[config.mk]
export PLATFORM = sky130hd
export DESIGN_NAME = fifo_burst_packer_flat
export DESIGN_NICKNAME = d
export VERILOG_FILES = /design/src/rtl/fifo_burst_packer_if.sv /design/src/rtl/fifo_burst_packer.sv /design/src/flat_wrapper.sv
export SDC_FILE = /design/constraint.sdc
export NUM_CORES = 1
export LEC_CHECK = 0
export CAP_MARGIN = 20
export CORE_UTILIZATION = 35
export CTS_BUF_LIST = sky130_fd_sc_hd__clkbuf_2 sky130_fd_sc_hd__clkbuf_4 sky130_fd_sc_hd__clkbuf_8
export CTS_CLUSTER_DIAMETER = 100
export DETAILED_ROUTE_END_ITERATION = 6
export PLACE_DENSITY = 0.51
export SLEW_MARGIN = 0
export SYNTH_ARGS = -nofsm -noshare
export SYNTH_HDL_FRONTEND = slang
export SYNTH_SLANG_ARGS = --single-unit
[constraint.sdc]
create_clock -name clk -period 2.95 [get_ports clk]
set_input_delay 0.59 -clock clk [delete_from_list [all_inputs] [get_ports clk]]
set_output_delay 0.59 -clock clk [all_outputs]
set_load 0.02 [all_outputs]
[src/rtl/fifo_burst_packer_if.sv]
// FIFO read port plus packed-word output stream of the burst packer.
//   master : packer side (drives fifo_dequeue and the output stream)
//   slave  : environment side (FIFO read port and downstream sink)
interface fifo_burst_packer_if #(
  parameter int unsigned WIDTH = 8,
  parameter int unsigned PACK  = 4
);
  logic                    fifo_empty;
  logic                    fifo_filled;
  logic                    fifo_dequeue;
  logic [WIDTH-1:0]        fifo_rdata;
  logic                    out_valid;
  logic                    out_ready;
  logic [WIDTH*PACK-1:0]   out_data;
  logic                    out_last;

  modport master (
    input  fifo_empty, fifo_filled, fifo_rdata, out_ready,
    output fifo_dequeue, out_valid, out_data, out_last
  );

  modport slave (
    output fifo_empty, fifo_filled, fifo_rdata, out_ready,
    input  fifo_dequeue, out_valid, out_data, out_last
  );
endinterface

[src/rtl/fifo_burst_packer.sv]
// Read-side consumer of the capture async FIFO. Dequeues entries, packs PACK
// entries per output word (first entry in the low lane) and emits bursts of
// BURST_LEN words on a valid/ready stream, tagging the last word of a burst.
// A flush drains a partial frame tail as one short, zero-padded burst.
// Ports:
//   clk, rst_n  FIFO read clock, async active-low reset
//   flush       level request to drain the FIFO as a short burst
//   busy        FSM not idle or output queue holding a word
//   bus         FIFO read port + output stream (master side)
module fifo_burst_packer #(
  parameter int unsigned WIDTH     = 8,
  parameter int unsigned PACK      = 4,
  parameter int unsigned BURST_LEN = 16
) (
  input  logic                clk,
  input  logic                rst_n,
  input  logic                flush,
  output logic                busy,
  fifo_burst_packer_if.master bus
);

  localparam int unsigned OUT_W  = WIDTH * PACK;
  localparam int unsigned TOTAL  = BURST_LEN * PACK;
  localparam int unsigned ICNT_W = $clog2(TOTAL + 1);
  localparam int unsigned LANE_W = (PACK > 1) ? $clog2(PACK) : 1;
  localparam int unsigned WCNT_W = $clog2(BURST_LEN);

  typedef enum logic [1:0] {IDLE, BURST, FLUSH, DRAIN} state_t;

  state_t                       state;
  logic [ICNT_W-1:0]            issue_cnt;   // entries issued in this burst
  logic [LANE_W-1:0]            issue_lane;  // lane of the next entry to issue
  logic [LANE_W-1:0]            lane_cnt;    // lane of the next entry to capture
  logic [WCNT_W-1:0]            word_cnt;    // words pushed in this burst
  logic [1:0]                   resv;        // output slots reserved (queued + assembling)
  logic                         in_flight;   // a dequeued entry lands this cycle
  logic [PACK-1:0][WIDTH-1:0]   asm_q;       // word under assembly
  logic                         skid_valid;
  logic                         skid_last;
  logic [OUT_W-1:0]             skid_data;

  logic                         entries_left;
  logic                         slot_ok;
  logic                         issuing;
  logic                         lane_full;
  logic                         flush_done;
  logic                         pop;
  logic                         push;
  logic                         push_last;
  logic [PACK-1:0][WIDTH-1:0]   asm_next;
  logic [OUT_W-1:0]             push_data;

  // Issue, capture and push decisions
  always_comb begin
    entries_left = issue_cnt < ICNT_W'(TOTAL);
    // Only a new word needs a free slot; its later lanes ride on that reservation.
    slot_ok      = (issue_lane != '0) || (resv < 2'd2);
    issuing      = ((state == BURST) || (state == FLUSH)) && !bus.fifo_empty &&
                   entries_left && slot_ok;
    lane_full    = in_flight && (lane_cnt == LANE_W'(PACK - 1));
    flush_done   = (state == FLUSH) && bus.fifo_empty && !in_flight;
    pop          = bus.out_valid && bus.out_ready;
    asm_next     = asm_q;
    if (in_flight) asm_next[lane_cnt] = bus.fifo_rdata;
    // Unfilled lanes are already zero because asm_q clears on every push.
    push         = lane_full || (flush_done && (lane_cnt != '0));
    push_data    = asm_next;
    // In FLUSH an empty FIFO with nothing further issuable marks the final word.
    push_last    = (word_cnt == WCNT_W'(BURST_LEN - 1)) ||
                   ((state == FLUSH) && bus.fifo_empty);
  end

  assign bus.fifo_dequeue = issuing;
  assign busy             = (state != IDLE) || bus.out_valid;

  // FSM, packing datapath and 2-entry output queue (head drives the outputs)
  always_ff @(posedge clk or negedge rst_n) begin
    if (!rst_n) begin
      state         <= IDLE;
      issue_cnt     <= '0;
      issue_lane    <= '0;
      lane_cnt      <= '0;
      word_cnt      <= '0;
      resv          <= '0;
      in_flight     <= 1'b0;
      asm_q         <= '0;
      skid_valid    <= 1'b0;
      skid_last     <= 1'b0;
      skid_data     <= '0;
      bus.out_valid <= 1'b0;
      bus.out_last  <= 1'b0;
      bus.out_data  <= '0;
    end else begin
      in_flight <= issuing;

      if (issuing) begin
        issue_cnt  <= issue_cnt + 1'b1;
        issue_lane <= (issue_lane == LANE_W'(PACK - 1)) ? '0 : issue_lane + 1'b1;
      end

      case ({issuing && (issue_lane == '0), pop})
        2'b10:   resv <= resv + 2'd1;
        2'b01:   resv <= resv - 2'd1;
        default: ;
      endcase

      if (in_flight)
        lane_cnt <= (lane_cnt == LANE_W'(PACK - 1)) ? '0 : lane_cnt + 1'b1;
      else if (flush_done)
        lane_cnt <= '0;

      asm_q <= push ? '0 : asm_next;

      if (push) word_cnt <= push_last ? '0 : word_cnt + 1'b1;

      if (pop) begin
        if (skid_valid) begin
          bus.out_data <= skid_data;
          bus.out_last <= skid_last;
          if (push) begin
            skid_data <= push_data;
            skid_last <= push_last;
          end else begin
            skid_valid <= 1'b0;
          end
        end else if (push) begin
          bus.out_data <= push_data;
          bus.out_last <= push_last;
        end else begin
          bus.out_valid <= 1'b0;
          bus.out_last  <= 1'b0;
        end
      end else if (push) begin
        if (!bus.out_valid) begin
          bus.out_valid <= 1'b1;
          bus.out_data  <= push_data;
          bus.out_last  <= push_last;
        end else begin
          skid_valid <= 1'b1;
          skid_data  <= push_data;
          skid_last  <= push_last;
        end
      end

      case (state)
        IDLE: begin
          issue_cnt  <= '0;
          issue_lane <= '0;
          word_cnt   <= '0;
          if (bus.fifo_filled)                  state <= BURST;
          else if (flush && !bus.fifo_empty)    state <= FLUSH;
        end
        BURST, FLUSH: begin
          if (issuing && (issue_cnt == ICNT_W'(TOTAL - 1))) state <= DRAIN;
          else if (flush_done)                              state <= DRAIN;
        end
        DRAIN: begin
          if (!in_flight && (lane_cnt == '0)) state <= IDLE;
        end
        default: state <= IDLE;
      endcase
    end
  end

endmodule

[src/flat_wrapper.sv]
// flat-port wrapper written by rule: the top's interface ports become plain ports
module fifo_burst_packer_flat 
#(
  parameter int unsigned WIDTH     = 8,
  parameter int unsigned PACK      = 4,
  parameter int unsigned BURST_LEN = 16
)
  (clk, rst_n, flush, busy, bus_fifo_empty, bus_fifo_filled, bus_fifo_rdata, bus_out_ready, bus_fifo_dequeue, bus_out_valid, bus_out_data, bus_out_last);
  fifo_burst_packer_if #(.WIDTH(WIDTH), .PACK(PACK)) bus_i ();
  input  logic clk;
  input  logic rst_n;
  input  logic flush;
  output logic busy;
  input wire logic [$bits(bus_i.fifo_empty)-1:0] bus_fifo_empty;
  input wire logic [$bits(bus_i.fifo_filled)-1:0] bus_fifo_filled;
  input wire logic [$bits(bus_i.fifo_rdata)-1:0] bus_fifo_rdata;
  input wire logic [$bits(bus_i.out_ready)-1:0] bus_out_ready;
  output wire logic [$bits(bus_i.fifo_dequeue)-1:0] bus_fifo_dequeue;
  output wire logic [$bits(bus_i.out_valid)-1:0] bus_out_valid;
  output wire logic [$bits(bus_i.out_data)-1:0] bus_out_data;
  output wire logic [$bits(bus_i.out_last)-1:0] bus_out_last;
  assign bus_i.fifo_empty = bus_fifo_empty;
  assign bus_i.fifo_filled = bus_fifo_filled;
  assign bus_i.fifo_rdata = bus_fifo_rdata;
  assign bus_i.out_ready = bus_out_ready;
  assign bus_fifo_dequeue = bus_i.fifo_dequeue;
  assign bus_out_valid = bus_i.out_valid;
  assign bus_out_data = bus_i.out_data;
  assign bus_out_last = bus_i.out_last;
  fifo_burst_packer #(.WIDTH(WIDTH), .PACK(PACK), .BURST_LEN(BURST_LEN)) u_core (.clk(clk), .rst_n(rst_n), .flush(flush), .busy(busy), .bus(bus_i));
endmodule
After elaboration in Yosys (flattened, before gate mapping)
Index checks and enable logic that the tools add are counted.
W data, S select, Z words.
{"block": "word_totals", "register_bits": 120, "wordCells": 135}
{"block": "op_classes", "magnitude_cmp": 4, "reduce_logical": 40, "eq_ne": 17, "addsub": 6, "mux": 51}
{"operator": "$mux W32", "count": 11}
{"operator": "$bwmux W32", "count": 1}
{"operator": "$mux W2", "count": 11}
{"operator": "$reduce_bool A2 Y1", "count": 10}
{"operator": "$mux W1", "count": 19}
{"operator": "$demux W8 S2", "count": 1}
{"operator": "$mux W7", "count": 2}
{"operator": "$logic_and A1 B1 Y1", "count": 13}
{"operator": "$mux W4", "count": 3}
{"operator": "$eq A2 B2 Y1 const B", "count": 5}
{"operator": "$reduce_and A3 Y1", "count": 3}
{"operator": "$mux W8", "count": 1}
{"operator": "$ne A2 B2 Y1 const B", "count": 4}
{"operator": "$add A7 B1 Y7 const B", "count": 1}
{"operator": "$eq A7 B6 Y1 const B", "count": 1}
{"operator": "$lt A7 B7 Y1 const B", "count": 1}
{"operator": "$add A2 B1 Y2 const B", "count": 3}
{"operator": "$logic_not A2 Y1", "count": 3}
{"operator": "$pmux W2 S3", "count": 1}
{"operator": "$logic_or A1 B1 Y1", "count": 5}
{"operator": "$add A4 B1 Y4 const B", "count": 1}
{"operator": "$eq A2 B1 Y1 const B", "count": 2}
{"operator": "$eq A4 B4 Y1 const B", "count": 1}
{"operator": "$ne A2 B1 Y1 const B", "count": 2}
{"operator": "other kinds (11)", "count": 13}

Longest topological paths before layout
{"block": "logic_depth", "ltp_word": 9, "mapped_depth": 10, "mapped_depth_nobuf": 9}

Worst setup path after synthesis
Ideal clock, no wire load.
{"block": "synth_timing", "path_type": "reg2reg", "start": "reg u_core.state[1]", "end": "reg u_core.resv[1]", "arrival_time_ns": 2.030, "slack_ns": 0.795, "path_buffers": 1, "stages_incl_launch_ff": 11, "cell_sequence": "dfrtp_1 > inv_1 > ha_1 > or3b_1 > buf_2 > nor2_4 > nand2_1 > ha_1 > xnor2_1 > nor2_1 > xor2_1"}
{"block": "synth_via", "elab_chain_cells": 8}
{"element": "start: declaration", "line": "fifo_burst_packer.sv:30", "source": "state_t state;"}
{"element": "start signal: assignment", "line": "fifo_burst_packer.sv:79", "source": "state <= IDLE;"}
{"element": "start signal: assignment", "line": "fifo_burst_packer.sv:150", "source": "if (bus.fifo_filled) state <= BURST;"}
{"element": "start signal: assignment", "line": "fifo_burst_packer.sv:151", "source": "else if (flush && !bus.fifo_empty) state <= FLUSH;"}
{"element": "$eq A2 B1 Y1 or $eq A2 B2 Y1 (tied branches)", "line": "fifo_burst_packer.sv:58", "source": "issuing = ((state == BURST) || (state == FLUSH)) && !bus.fifo_empty &&"}
{"element": "$logic_or A1 B1 Y1 *", "line": "fifo_burst_packer.sv:58"}
{"element": "$logic_and A1 B1 Y1 * (2 in series)", "line": "fifo_burst_packer.sv:58"}
{"element": "$logic_and A1 B1 Y1 *", "line": "fifo_burst_packer.sv:59", "source": "entries_left && slot_ok;"}
{"element": "net bus_fifo_dequeue", "line": "flat_wrapper.sv:18", "source": "output wire logic [$bits(bus_i.fifo_dequeue)-1:0] bus_fifo_dequeue;"}
{"element": "$logic_and A1 B1 Y1 *", "line": "fifo_burst_packer.sv:101", "source": "case ({issuing && (issue_lane == '0), pop})"}
{"element": "$eq A2 B1 Y1 or $eq A2 B2 Y1 (tied branches)", "line": "fifo_burst_packer.sv:101"}
{"element": "$pmux W2 S2 or $reduce_bool A2 Y1 (tied branches)"}
{"element": "end signal: assignment", "line": "fifo_burst_packer.sv:102", "source": "2'b10: resv <= resv + 2'd1;"}
{"element": "end signal: assignment", "line": "fifo_burst_packer.sv:103", "source": "2'b01: resv <= resv - 2'd1;"}
{"element": "end: declaration", "line": "fifo_burst_packer.sv:35", "source": "logic [1:0] resv;"}
Mark *: on every way through the listed nets, which the timed path passes. The rest lies on a longest branch.
A chain may end at the register's enable or synchronous reset.

Final worst setup path
{"block": "layout_timing", "start": "reg u_core.state[1]", "end": "out bus_fifo_dequeue"}
{"block": "layout_via", "elab_chain_cells": 5}
{"element": "$eq A2 B1 Y1 or $eq A2 B2 Y1 (tied branches)", "line": "fifo_burst_packer.sv:58"}
{"element": "$logic_or A1 B1 Y1 *", "line": "fifo_burst_packer.sv:58"}
{"element": "$logic_and A1 B1 Y1 * (2 in series)", "line": "fifo_burst_packer.sv:58"}
{"element": "$logic_and A1 B1 Y1 *", "line": "fifo_burst_packer.sv:59"}
{"element": "end: declaration", "line": "flat_wrapper.sv:18"}
Mark *: on every way between the ends. The rest lies on a longest branch, timed or not.

==> results.json <==
{
  "status": "finished with violations",
  "violations": "design-rule violations",
  "cts_sinks": 120,
  "first_pass_iters": 7,
  "die_y_um": 125,
  "tns_ps": 0,
  "crit_arrival_ps": 2070,
  "ios": 50,
  "critPathKind": "register to primary output",
  "die_x_um": 125,
  "yosys_warnings": 0,
  "cts_root_buf": "clkbuf_8",
  "antenna_found_initial": 0,
  "drv_slew": 0,
  "fin_crit_ps": 2660,
  "ir_drop_mv": 0.461,
  "grt_pass1_vias": 3703,
  "htree_levels": 4,
  "r2r_slack_ps": 740,
  "globalplace.congestion": 0.778,
  "startpoint_type": "register",
  "crit_fanout": 5,
  "hold_class": "input port to asynchronous set/reset pin",
  "nFillCells": 1415,
  "min_period_over_period_pct": 90.0,
  "avgRoutedWirePerCell_um": 15.3,
  "rsz0062_at_grt": "false",
  "num_vias": 3695,
  "slew_headroom_pct": 61.8,
  "synth-seq-cells": 120,
  "clk_path_buf_depth": 2,
  "worst_pin_slew_ps": 573,
  "synth_cell_types": 40,
  "crit_slowest_cell": "or3b_1",
  "clk_pin_slew_worst_paths_ps": 60,
  "syn_avg_cell_area_um2": 10.7,
  "synth_largest_area_cell": "dfrtp_1",
  "dieArea_um2": 15600,
  "synth_enable_flop_cells": 0,
  "yosys-top-cells-area": "dfrtp_1 57%, mux2i_1 7.0%, nor2_1 5.9%",
  "netlist_area_um2": 5290,
  "drtIter0Drc": 212,
  "synth_top_area_share_pct": 56.8,
  "synth_top_cells_by_count": "120 x dfrtp_1, 83 x nor2_1, 48 x nand2_1",
  "async_reset_ff_share_pct": 100,
  "reg2regPathDepth": 9,
  "grt-ovfl-total": 0,
  "core-area_um2": 14600,
  "required_ps": 2360,
  "syn_inst": 494,
  "grt_start_max_net_pins": 67,
  "reg2reg_from": "u_core.state[1]",
  "end_kind": "primary output",
  "hpwlAfterDp_um": 7350,
  "r2r-end": "u_core.resv[1]",
  "nets": 571,
  "syn_to_final_growth_pct": 20.0,
  "cp_cell_sequence": "inv_1 -> ha_1 -> or3b_1 -> nor2_4 -> dlygate4sd2_1",
  "yosysSeqAreaShare_pct": 56.8,
  "cts_hold_buf": 0,
  "leakage_uw": 0.00330,
  "clk_latency_ps": 430,
  "placementRows": 44,
  "port_buffers": 49,
  "clock-skew-final_ps": 8.24,
  "numCtsBuffers": 17,
  "slowest_delay_ps": 420,
  "drive_above_1_share_pct": 8.86,
  "maxCapViolCount": 0,
  "postRouteAntennaNets": 0,
  "hold_violations": 0,
  "dpl-instance-area_um2": 6020,
  "tritoncts": "yes",
  "finalInstanceArea_um2": 6350,
  "yosysMostFrequentCell": "dfrtp_1",
  "grt_pass1_wl_um": 19100,
  "viasPerCell": 5.01,
  "synth_flop_cell": "dfrtp_1",
  "synth_nets": 520,
  "drc": 6,
  "fmax_mhz": 376,
  "p_per_area_nw_per_um2": 984,
  "grt_use_total_pct": 15.9,
  "start_util_pct": 36.1,
  "routed_wl_um": 11200,
  "antenna_cells": 0,
  "final-setup-viol-count": 0
}
==> layout make-up <==
class / count / area [µm²] / area share [%]
timing repair buffer: 61 / 627 / 9.88
tap: 184 / 230 / 3.63
clock buffer: 23 / 304 / 4.79
sequential: 120 / 3000 / 47.3
inverter: 10 / 37.5 / 0.591
multi-input combinational: 335 / 2120 / 33.5
clock inverter: 4 / 22.5 / 0.355
==> power by group <==
part           switching [µW]  internal (µW)
sequential                314           2230
clock                     594            660
combinational            1400           1040
==> placed cells by master, fill, tap and decap left out, types with 2 or more instances in the layout <==
cell type | Yosys | routed
dfrtp_1 | 120 | 120
nor2_1 | 83 | 83
nand2_1 | 48 | 48
clkdlybuf4s50_1 | 0 | 47
mux2i_1 | 37 | 37
a211oi_1 | 32 | 32
a21o_1 | 32 | 32
o21ai_0 | 29 | 29
clkbuf_8 | 0 | 21
ha_1 | 12 | 12
o21ai_1 | 11 | 11
inv_1 | 10 | 10
buf_4 | 0 | 9
nand3_1 | 9 | 8
a21oi_1 | 7 | 7
xnor2_1 | 6 | 6
and2_1 | 4 | 4
buf_12 | 0 | 4
clkinv_2 | 0 | 3
nor3_1 | 2 | 2
xor2_1 | 2 | 2
nand2b_1 | 2 | 2
clkbuf_4 | 0 | 2
==> metrics by stage <==
step | setup WS (ps) | std cells | hold WS, ps | util (%) | power (µW)
floorplan | 795 | 494 | 294 | - | 4220
global placement | 180 | 710 | 460 | 41.1 | 4990
detailed placement | 181 | 710 | 465 | 41.1 | 5080
CTS | 247 | 737 | 150 | 43.3 | 6360
global route | 139 | 737 | 155 | 43.3 | 6740
finish | 294 | 737 | 156 | 43.3 | 6240
==> worst max-delay path by stage <==
stage / endpoint / startpoint / slack, ps
after floorplan: u_core.resv[1] / u_core.state[1] / 790
after global placement: bus_fifo_dequeue / bus_fifo_empty / 180
after detailed placement: bus_fifo_dequeue / bus_fifo_empty / 180
after CTS: bus_fifo_dequeue / u_core.state[1] / 250
after global routing: bus_fifo_dequeue / u_core.state[1] / 140
final: bus_fifo_dequeue / u_core.state[1] / 290
==> flip-flops by register name (all words and copies together) (netlist names) <==
register,cells
u_core.skid_data,32
u_core.asm_q,32
u_core.resv,2
u_core.bus.out_last,1
u_core.issue_cnt,7
u_core.state,2
u_core.lane_cnt,2
u_core.word_cnt,4
u_core.bus.out_valid,1
u_core.issue_lane,2
u_core.in_flight,1
u_core.skid_last,1
u_core.skid_valid,1
u_core.bus.out_data,32
==> kinds of logic after synthesis <==
logic type	after synthesis	synth area share [%]
muxes	38	7.22
DFF	120	56.8
xor gates and xnor gates	8	1.32
AOI/OAI and AO/OA	120	15.3
adders and majority gates	12	2.84
and+or+nand+nor	157	13.0
buffers and inverters	39	3.50
==> critical path, delay by kind of cell, from the launching register on <==
family	cells	cell delay (ps)
and+or+nand+nor	2	540
buffers and inverters	2	410
DFF	1	370
adders and majority gates	1	330
==> metal layers <==
metal	vias to the layer above	share of wire (%)	global-route usage [%]
li1	1811	-	-
met3	9	3.5	5.07
met2	63	47	25.4
met5	-	0	0
met1	1812	49	20.3
met4	0	0.90	5.24
==> what timing repair did <==
action,CTS,global route
gates resized for setup,1,0
setup buffers,0,0
endpoints found under the hold margin,0,0
setup endpoints to repair,1,0
Note: power is estimated with default switching activity, not from simulation.
